`config.mk`:
```
export PLATFORM = sky130hd
export DESIGN_NAME = led_pattern_gen
export DESIGN_NICKNAME = d
export VERILOG_FILES = /design/src/rtl/led_pattern_pkg.sv /design/src/rtl/led_pattern_gen_btn_debounce.sv /design/src/rtl/led_pattern_gen.sv
export SDC_FILE = /design/constraint.sdc
export NUM_CORES = 1
export LEC_CHECK = 0
export CORE_MARGIN = 4
export CORE_UTILIZATION = 40
export CTS_BUF_LIST = sky130_fd_sc_hd__clkbuf_16
export DETAILED_ROUTE_END_ITERATION = 10
export HOLD_SLACK_MARGIN = 0.03
export PLACE_DENSITY_LB_ADDON = 0.1
export SETUP_SLACK_MARGIN = 0.2
export SLEW_MARGIN = 20
export SYNTH_ARGS = -nofsm -noshare
export SYNTH_HDL_FRONTEND = slang
export SYNTH_SLANG_ARGS = --single-unit
```
`constraint.sdc`:
```
create_clock -name clk -period 4.1 [get_ports clk]
set_input_delay 0.82 -clock clk [delete_from_list [all_inputs] [get_ports clk]]
set_output_delay 0.82 -clock clk [all_outputs]
set_load 0.02 [all_outputs]
```
`src/rtl/led_pattern_pkg.sv`:
```
`default_nettype none
// ============================================================================
//  Module      : led_pattern_pkg
//  Description : Shared types and helpers for the LED pattern generator.
//                mode_t enumerates the four animation patterns in the order
//                a mode press steps through them. cnt_width() sizes a counter
//                that must hold the values 0..n-1.
//  Revision    : 1.0 - initial release
// ============================================================================
package led_pattern_pkg;

    typedef enum logic [1:0] {
        MODE_ALT    = 2'd0,
        MODE_CHASE  = 2'd1,
        MODE_BOUNCE = 2'd2,
        MODE_COUNT  = 2'd3
    } mode_t;

    // Bits needed to count 0..n-1; never narrower than one bit.
    function automatic int cnt_width(input int n);
        return (n < 2) ? 1 : $clog2(n);
    endfunction

endpackage
`default_nettype wire

```
`src/rtl/led_pattern_gen_btn_debounce.sv`:
```
`default_nettype none
// ============================================================================
//  Module      : btn_debounce
//  Description : Two-flop synchroniser followed by a debouncer. The settled
//                level only follows the synchronised input after it has
//                disagreed with the settled level for DB_CYCLES consecutive
//                clocks; shorter glitches are discarded.
//  Ports       : clk    - system clock
//                rst_n  - asynchronous active-low reset
//                din    - raw asynchronous input
//                level  - debounced level (reset 0)
//                rise   - high in the cycle whose closing edge moves level 0->1
//  Revision    : 1.0 - initial release
// ============================================================================
module btn_debounce
    import led_pattern_pkg::*;
#(
    parameter int DB_CYCLES = 4
) (
    input  logic clk,
    input  logic rst_n,
    input  logic din,
    output logic level,
    output logic rise
);

    localparam int                  c_db_w    = cnt_width(DB_CYCLES);
    localparam logic [c_db_w-1:0]   c_db_last = c_db_w'(DB_CYCLES - 1);

    logic              r_s1;
    logic              r_s2;
    logic              r_db;
    logic [c_db_w-1:0] r_dcnt;
    logic              w_settle;

    // The input has disagreed long enough; the next edge adopts it.
    assign w_settle = (r_s2 != r_db) && (r_dcnt == c_db_last);

    always_ff @(posedge clk or negedge rst_n) begin
        if (!rst_n) begin
            r_s1   <= 1'b0;
            r_s2   <= 1'b0;
            r_db   <= 1'b0;
            r_dcnt <= '0;
        end else begin
            r_s1 <= din;
            r_s2 <= r_s1;
            if (r_s2 == r_db) begin
                r_dcnt <= '0;
            end else if (w_settle) begin
                r_db   <= r_s2;
                r_dcnt <= '0;
            end else begin
                r_dcnt <= r_dcnt + 1'b1;
            end
        end
    end

    assign level = r_db;
    // Decoded from registered state only, so it lines up with the edge that
    // updates level and carries no combinational path from din.
    assign rise  = w_settle & r_s2;

endmodule
`default_nettype wire

```
`src/rtl/led_pattern_gen.sv`:
```
`default_nettype none
// ============================================================================
//  Module      : led_pattern_gen
//  Description : Drives NUM_LEDS LEDs with one of four animations (ALT, CHASE,
//                BOUNCE, COUNT) advanced at STEP_HZ. Each debounced press of
//                btn_mode steps to the next animation.
//  Ports       : clk      - system clock (CLK_FREQ_HZ)
//                rst_n    - asynchronous active-low reset
//                btn_mode - raw asynchronous active-high mode button
//                led      - LED drive, active-high
//                mode     - current animation: 0 ALT, 1 CHASE, 2 BOUNCE,
//                           3 COUNT
//  Revision    : 1.0 - initial release
// ============================================================================
module led_pattern_gen
    import led_pattern_pkg::*;
#(
    parameter int CLK_FREQ_HZ = 125_000_000,
    parameter int STEP_HZ     = 4,
    parameter int DEBOUNCE_MS = 20,
    parameter int NUM_LEDS    = 8
) (
    input  logic                clk,
    input  logic                rst_n,
    input  logic                btn_mode,
    output logic [NUM_LEDS-1:0] led,
    output logic [1:0]          mode
);

    localparam int c_tick_div  = CLK_FREQ_HZ / STEP_HZ;
    localparam int c_db_cycles = (CLK_FREQ_HZ / 1000) * DEBOUNCE_MS;
    localparam int c_tick_w    = cnt_width(c_tick_div);
    localparam int c_pos_w     = cnt_width(NUM_LEDS);

    localparam logic [c_tick_w-1:0] c_tick_last = c_tick_w'(c_tick_div - 1);
    localparam logic [c_pos_w-1:0]  c_pos_top   = c_pos_w'(NUM_LEDS - 1);

    logic                w_db_level;
    logic                w_db_rise;
    logic                w_mode_step;
    logic                w_tick;
    logic [NUM_LEDS-1:0] w_led;

    mode_t               r_mode;
    logic [c_tick_w-1:0] r_presc;
    logic                r_phase;
    logic [NUM_LEDS-1:0] r_chase;
    logic [c_pos_w-1:0]  r_pos;
    logic                r_dir_up;
    logic [NUM_LEDS-1:0] r_count;

    btn_debounce #(
        .DB_CYCLES (c_db_cycles)
    ) u_btn_debounce (
        .clk   (clk),
        .rst_n (rst_n),
        .din   (btn_mode),
        .level (w_db_level),
        .rise  (w_db_rise)
    );

    // A rise can only occur while the settled level is still low; the
    // qualifier makes that explicit so a stray pulse can never double-step.
    assign w_mode_step = w_db_rise & ~w_db_level;
    assign w_tick      = (r_presc == c_tick_last);

    always_ff @(posedge clk or negedge rst_n) begin
        if (!rst_n) begin
            r_mode   <= MODE_ALT;
            r_presc  <= '0;
            r_phase  <= 1'b0;
            r_chase  <= NUM_LEDS'(1);
            r_pos    <= '0;
            r_dir_up <= 1'b1;
            r_count  <= '0;
        end else if (w_mode_step) begin
            // A mode change outranks a coincident tick: the tick is dropped
            // and every pattern restarts from its initial value.
            r_mode   <= mode_t'(r_mode + 2'd1);
            r_presc  <= '0;
            r_phase  <= 1'b0;
            r_chase  <= NUM_LEDS'(1);
            r_pos    <= '0;
            r_dir_up <= 1'b1;
            r_count  <= '0;
        end else begin
            r_presc <= w_tick ? '0 : r_presc + 1'b1;
            if (w_tick) begin
                case (r_mode)
                    MODE_ALT: begin
                        r_phase <= ~r_phase;
                    end
                    MODE_CHASE: begin
                        r_chase <= {r_chase[NUM_LEDS-2:0], r_chase[NUM_LEDS-1]};
                    end
                    MODE_BOUNCE: begin
                        // Turning at an end steps straight to the neighbour,
                        // so each endpoint is lit for a single tick per pass.
                        if (r_dir_up) begin
                            if (r_pos == c_pos_top) begin
                                r_pos    <= c_pos_top - 1'b1;
                                r_dir_up <= 1'b0;
                            end else begin
                                r_pos <= r_pos + 1'b1;
                            end
                        end else begin
                            if (r_pos == '0) begin
                                r_pos    <= c_pos_w'(1);
                                r_dir_up <= 1'b1;
                            end else begin
                                r_pos <= r_pos - 1'b1;
                            end
                        end
                    end
                    default: begin
                        r_count <= r_count + 1'b1;
                    end
                endcase
            end
        end
    end

    always_comb begin
        w_led = '0;
        case (r_mode)
            MODE_ALT: begin
                for (int i = 0; i < NUM_LEDS; i++) begin
                    w_led[i] = (i % 2 == 1) ? r_phase : ~r_phase;
                end
            end
            MODE_CHASE:  w_led = r_chase;
            MODE_BOUNCE: w_led = NUM_LEDS'(1) << r_pos;
            default:     w_led = r_count;
        endcase
    end

    assign led  = w_led;
    assign mode = r_mode;

endmodule
`default_nettype wire

```
Word-level counts from Yosys, hierarchy flattened
Index checks and enable logic that the tools add are counted.
{"block": "totals", "ff_bits": 73, "latch_bits": 0, "ramBits": 0, "rom_bits": 0, "inputBits": 3, "output_inout_bits": 10, "elab_cells": 70, "mem_count": 0}
{"block": "classes", "add_sub_neg": 6, "mul": 0, "div": 0, "magnitude_cmp": 0, "n_eq_ne": 8, "shift": 1, "n_mux": 26, "bitwise_logic": 5, "reduce_logical": 13}
{"operator": "two-way mux 25 bit", "count": 2}
{"operator": "two-way mux 8 bit", "count": 6}
{"operator": "two-way mux 22 bit", "count": 2}
{"operator": "adder 25 x 1 -> 25 bit, second input constant", "count": 1}
{"operator": "equality test 25 bit, second input constant", "count": 1}
{"operator": "case mux 8 bit (3 select lines)", "count": 1}
{"operator": "adder 22 x 1 -> 22 bit, second input constant", "count": 1}
{"operator": "equality test 22 bit, second input constant", "count": 1}
{"operator": "two-way mux 3 bit", "count": 6}
{"operator": "AND reduction 2 bit", "count": 5}
{"operator": "two-way mux 1 bit", "count": 9}
{"operator": "adder 8 x 1 -> 8 bit, second input constant", "count": 1}
{"operator": "nonzero test 2 bit", "count": 4}
{"operator": "<< shifter 1 x 3 -> 8 bit, first input constant", "count": 1}
{"operator": "adder 3 x 1 -> 3 bit, second input constant", "count": 1}
{"operator": "equality test 3 bit, second input constant", "count": 1}
{"operator": "logical NOT 3 bit", "count": 1}
{"operator": "NOT 1 bit", "count": 3}
{"operator": "OR reduction 3 bit", "count": 1}
{"operator": "subtractor 3 x 1 -> 3 bit, second input constant", "count": 1}
{"operator": "adder 2 x 1 -> 2 bit, second input constant", "count": 1}
{"operator": "bitwise AND 1 bit", "count": 2}
{"operator": "equality test 2 x 1 -> 1 bit, second input constant", "count": 1}
{"operator": "equality test 2 bit, second input constant", "count": 1}
{"operator": "5 further kinds", "count": 5}

Logic depth before layout (Yosys ltp)
Gate-level depths: netlist of run 1.
{"block": "depth", "word_depth": 6, "depth_mapped": 7, "depth_no_buf": 6}

Cells and area by module
From an unflattened synthesis of run 1, not the netlist that was laid out.
{"block": "hier_totals", "cells_unflattened": 425, "area_unflattened_um2": 4120.2}
{"mod": "led_pattern_gen", "instances": 1, "cells_per_inst": 303, "area_each_um2": 2871.5, "seq_area_each_um2": 1203.7}
{"mod": "btn_debounce", "instances": 1, "cells_per_inst": 122, "area_each_um2": 1248.7, "seq_area_each_um2": 625.6}

Worst setup path before layout of run 1
Ideal clock, no wire load.
{"block": "synth_path", "path_kind": "reg-to-output", "from": "reg r_mode[0] (netlist: mode[0])", "to": "out led[7]", "arrival_time_ps": 1749, "required_ps": 3280, "slack_ps": 1531, "stages_incl_launch_ff": 7, "cell_sequence": "dfrtp_1 > inv_1 > ha_1 > clkbuf_1 > and2_1 > a221o_1 > mux2_2"}
{"block": "synth_via", "elab_chain_cells": 2}
{"element": "start, declared", "line_no": "led_pattern_gen.sv:44", "rtl": "mode_t r_mode;"}
{"element": "start signal, assigned", "line_no": "led_pattern_gen.sv:79", "rtl": "r_mode <= mode_t'(r_mode + 2'd1);"}
{"element": "equality test 2 bit, or another cell as far along", "line_no": "led_pattern_gen.sv:125", "rtl": "case (r_mode)"}
{"element": "case mux 8 bit (3 select lines) *", "line_no": "led_pattern_gen.sv:125"}
{"element": "end, declared", "line_no": "led_pattern_gen.sv:26", "rtl": "output logic [NUM_LEDS-1:0] led,"}
Mark *: on every way between the ends. The rest lies on a longest branch, timed or not.

Worst setup path in the final report of run 1
Same ends and word-level chain as after synthesis.

==> metrics.txt, run 1 <==
CTS hold repair buffers 0; Overflow after GRT 0; cts bufs inserted 9; Layout Nets 452; routed wire length 9.240 mm; WP data required 3280 ps; final setup margin 793.9 ps; pre-CTS setup slack 1144 ps; HP Class flop to flop; Clock transition at path regs 60 ps; CP Max Fanout 9; P_leak 1.778 nW; Site Rows 36; CTS tree done; synth-to-layout area growth 13.11%; Slowest-stage cell, CP clkdlybuf4s50_1; Final Max Slew Viols 0; Area contributors post-synth dfrtp_1, nand4_1, a21oi_1, ha_1, nor2_1; CTS H-tree depth 3; Arr. time, crit path 2490 ps; Seq/Total Area, Yosys 0.4437; Yosys top cell by area dfrtp_1; WHS Endpoint u_btn_debounce.r_s2; hpwl dp 6.134 mm; skew final 4.564 ps; Non-Filler Instances 575; Avg WL per Cell 16.07 µm; number of distinct library cells after synthesis 47; FFs w/ async S/R, synth 1.000; Clock Tree Root clkbuf_16; starting density of the core 0.4160; cells along the critical path inv_1 > ha_1 > and2_1 > a221o_1 > mux2_2 > clkdlybuf4s50_1; GPL Wtd Cong 0.7938; GRT Overall Usage 0.1698; r2r endpoint r_count[4]; Setup TNS 0 ps; # placed instances 559; overall power 1.535 mW; port bufs 12; synthesized area 4123 µm²; syn nets 449; final setup fails 0; period utilization 0.8064; RSZ-0062 raised after global routing false; utilization after layout 0.4706; EDFF count, synth 0; worst skew pair latency 330 ps; Die Ht 109.5 µm; vias in the first global route 3136; Iteration-0 DRC Markers 126; share of post-route cells with drive strength above 1 0.08597; Post-DRT Antenna Nets 0; fmax 0.3025 GHz; Synth Flop Type dfrtp_1; Yosys top cell area share 0.4310; first-pass GRT wire length 16.01 mm; Post-CTS Setup Inserts 0; CP Launch Type flop; Core ar. 9910 µm²; status complete, no violations; Yosys reg bits 73; crit path capture type output pin; n_diodes 0; Worst R2R Start r_presc[7]; maximum vdd drop 0.1765 mV; syn avg cell area 9.499 µm²; maxcap violations 0; synth warn 0; Reg2Reg Setup Slack 1320 ps; start point of the worst hold path u_btn_debounce.r_s1; largest net degree at the start of global routing 74; I/O pins 13; CP Class flop to output pin; crit-path max cell delay 540 ps; most common cell after layout, fill and taps aside dfrtp_1; hold depth 0; DIE AREA 11990 µm²; Detailed Routing Iterations Pass 1 4; PD cells 329.2 nW/µm²; PostCTS Resize Cnt 0; commonest cells after routing, fill and taps aside dfrtp_1, nor2_1, a21oi_1; Tmin final 3306 ps; drt via density 5.710; initial antenna violation count 0; drc violations 0; DR vias 3283; Rel. slew slack 0.3708; Clock Tree Buf Depth 2; final hold vios 0; Slew @ Worst Pin 943.8 ps; Syn Inst Count 434; die span in x 109.5 µm; # clock sinks 73; R2R depth 4
==> cells in the mapped netlist (3+ instances only) <==
master / number
a221oi_1: 3
mux2i_1: 4
ha_1: 12
mux2_2: 7
inv_1: 15
dfrtp_1: 71
and3_1: 5
nor4bb_1: 5
o21ai_0: 25
a221o_1: 5
xnor2_1: 13
nand4b_1: 3
or3_1: 12
a21oi_1: 33
and2_1: 5
nand4_1: 30
nor2_1: 36
nand2_1: 16
nor2b_1: 3
and4_1: 9
buf_2: 4
or4_1: 13
clkbuf_1: 20
xor2_1: 15
nor4_1: 4
o31ai_1: 10
nor4_2: 3
o21a_1: 3
nand3_1: 20
nor3_1: 6
==> sequential cells by signal, summed over array words and instances (netlist names) <==
| name | cells |
|---|---|
| u_btn_debounce.r_s1 | 1 |
| r_chase | 8 |
| r_phase | 1 |
| u_btn_debounce.r_s2 | 1 |
| r_pos | 3 |
| r_presc | 25 |
| r_count | 8 |
| r_dir_up | 1 |
| mode | 2 |
| u_btn_debounce.level | 1 |
| u_btn_debounce.r_dcnt | 22 |
==> final cells by class <==
class,instances,area (µm²)
fillers,956,5246
multi-input cells,321,2160
flip-flops and latches,73,1829
clock buffers,9,225.2
well taps,133,166.4
repair buffers,17,155.1
clock inverters,7,71.32
inverters,15,56.30
==> layer usage <==
metal,track usage,vias up,wire length (µm)
li1,-,1625,-
met1,0.2409,1611,4688
met2,0.2607,36,4156
met3,0.02525,11,250
met4,0.06679,0,144
met5,0,-,0
==> logic make-up after synthesis <==
group,Yosys count,synth area share
buf+inv,40,0.03763
flops,73,0.4437
mux,11,0.02883
xor+xnor,28,0.05949
simple gates,177,0.2534
compound gates,93,0.1405
fa+ha+maj,12,0.03642
==> worst max path at each step <==
stage / slack [ps] / from / to
floorplan: 1530 / mode[0] / led[7]
CTS: 770 / mode[0] / led[7]
global placement: 1200 / mode[0] / led[7]
global route: 610 / mode[0] / led[7]
detailed placement: 1140 / mode[0] / led[7]
finish: 790 / mode[0] / led[7]
==> critical path: cells and delay by family (launching register included) <==
family / cells / cell delay, ps
mux: 1 / 260
simple gates: 1 / 230
buf+inv: 2 / 640
compound gates: 1 / 330
flops: 1 / 390
fa+ha+maj: 1 / 310
==> where the power goes <==
group          switching, mW  internal [mW]
clock                  0.313          0.470
combinational         0.0197        0.00502
sequential           0.00324          0.724
total                  0.336           1.20
==> stage by stage <==
step	hold slack, ps	cell area [µm²]
after detailed placement	355.7	4367
after floorplan	331.2	4123
after global routing	374.9	4663
after CTS	369.8	4663
after global placement	351.9	4367
final	371.5	4663
No activity file was read; power rests on OpenSTA's default activity.
==> inputs of run 2 (changes only) <==
clock period = 3.44 ns   (was 4.1 ns; I/O delays follow)
==> run 2 against run 1 <==
  * Sequential power rose by 19%
  * Hold slack got worse by 12 ps
  * Non-clock buffer count did not move
  * Count of clock-buffer cells in the layout unchanged
  * Largest cell class unchanged
==> metrics.txt, run 2 (synthesized netlist as in run 1, its figures left out) <==
status complete, no violations (unchanged); GPL Wtd Cong 0.8201 (was 0.7938); R2R depth 4 (unchanged); Post-DRT Antenna Nets 0 (unchanged); CP Class flop to output pin (unchanged); Regs by FF count r_presc (25), u_btn_debounce.r_dcnt (22) (unchanged); skew final 9.968 ps (was 4.564 ps); r2r endpoint r_count[4] (unchanged); final setup margin 286.7 ps (was 793.9 ps); Crit path depth 6 (unchanged); largest net degree at the start of global routing 74 (unchanged); Slew @ Worst Pin 956.5 ps (was 943.8 ps); CTS H-tree depth 3 (unchanged); HP Class flop to flop (unchanged); drc violations 0 (unchanged); maxcap violations 0 (unchanged); Final Max Slew Viols 0 (unchanged); final hold slack 359.1 ps (was 371.5 ps); Slowest-stage cell, CP clkdlybuf4s50_1 (unchanged); fin area 4710 µm² (was 4663 µm²); vias in the first global route 3257 (was 3136); final hold vios 0 (unchanged); WP data required 2750 ps (was 3280 ps); Setup TNS 0 ps (unchanged); Overflow after GRT 0 (unchanged); commonest cells after routing, fill and taps aside dfrtp_1, nor2_1, a21oi_1 (unchanged); Worst R2R Start r_presc[7] (unchanged); Site Rows 36 (unchanged); RSZ-0062 raised after global routing false (unchanged); Rel. slew slack 0.3623 (was 0.3708); drt via density 5.810 (was 5.710); Worst Setup EP led[5] (was led[7]); maximum vdd drop 0.1915 mV (was 0.1765 mV); first-pass GRT wire length 16.12 mm (was 16.01 mm); fmax 0.3171 GHz; DR vias 3341 (was 3283); Clock Tree Root clkbuf_16 (unchanged); CP Max Fanout 9 (unchanged); cells along the critical path inv_1 > ha_1 > and2_1 > a221o_1 > mux2_2 > clkdlybuf4s50_1 (unchanged); CP Launch Type flop (unchanged); utilization after layout 0.4753 (was 0.4706); die span in x 109.5 µm (unchanged); max reg flops 25 (unchanged); I/O pins 13 (unchanged); Crit. Startpoint mode[0] (unchanged); GRT Overall Usage 0.1721 (was 0.1698); port bufs 12 (unchanged); Arr. time, crit path 2470 ps (was 2490 ps); CTS hold repair buffers 0 (unchanged); P_leak 1.842 nW (was 1.778 nW); crit path capture type output pin (unchanged); cts bufs inserted 9 (unchanged); DIE AREA 11990 µm² (unchanged); n_diodes 0 (unchanged); Detailed Routing Iterations Pass 1 5 (was 4); starting density of the core 0.4160 (unchanged); Iteration-0 DRC Markers 162 (was 126); Clock transition at path regs 60 ps (about the same); Post-DP Area 4367 µm² (unchanged); routed wire length 9.590 mm (was 9.240 mm); pre-CTS setup slack 630.2 ps (was 1144 ps); crit-path max cell delay 540 ps (about the same); Buf/Inv on CP 2 (unchanged); share of post-route cells with drive strength above 1 0.08371 (was 0.08597); most common cell after layout, fill and taps aside dfrtp_1 (unchanged); Core ar. 9910 µm² (unchanged); Clock Tree Buf Depth 2 (unchanged); Tmin final 3153 ps; # placed instances 559 (unchanged); CTS tree done (unchanged); Crit path max-delay family buffers and inverters (unchanged); Layout Nets 452 (unchanged); initial antenna violation count 0 (unchanged); period utilization 0.9167; Reg with most FFs r_presc (unchanged); final setup fails 0 (unchanged); Die Ht 109.5 µm (unchanged); Reg2Reg Setup Slack 680 ps (was 1320 ps); Avg WL per Cell 16.68 µm (was 16.07 µm); PD cells 415.5 nW/µm² (was 329.2 nW/µm²); overall power 1.957 mW (was 1.535 mW); worst skew pair latency 340 ps (was 330 ps); synth-to-layout area growth 14.23% (was 13.11%); hpwl dp 6.266 mm (was 6.134 mm); hold depth 0 (unchanged); Non-Filler Instances 575 (unchanged); # clock sinks 73 (unchanged)
-- run 2: worst min path at each step --
stage                               end  slack, ps                 from
floorplan           u_btn_debounce.r_s2        330  u_btn_debounce.r_s1
global placement    u_btn_debounce.r_s2        350  u_btn_debounce.r_s1
detailed placement  u_btn_debounce.r_s2        350  u_btn_debounce.r_s1
CTS                 u_btn_debounce.r_s2        360  u_btn_debounce.r_s1
global route        u_btn_debounce.r_s2        360  u_btn_debounce.r_s1
finish              u_btn_debounce.r_s2        360  u_btn_debounce.r_s1
-- run 2: what timing repair did --
item                       in CTS  in global routing
gates resized for setup         0                  3
setup endpoints to repair       0                  3
buffers inserted                0                  0
-- run 2: cell type report --
type / instances / area (µm²)
well taps: 133 / 166.4
clock inverters: 7 / 110.1
clock buffers: 9 / 225.2
flip-flops and latches: 73 / 1829
repair buffers: 17 / 160.2
multi-input cells: 321 / 2162
fillers: 933 / 5200
inverters: 15 / 56.30
-- run 2: layer usage --
layer	global-route usage	wire, µm
met5	0	0
met4	0.06233	123
met3	0.03288	303
met2	0.2633	4266
met1	0.2427	4898
-- run 2: power by group --
part / switching, mW / internal (mW)
clock: 0.358 / 0.702
sequential: 0.00385 / 0.863
combinational: 0.0239 / 0.00598
total: 0.386 / 1.57
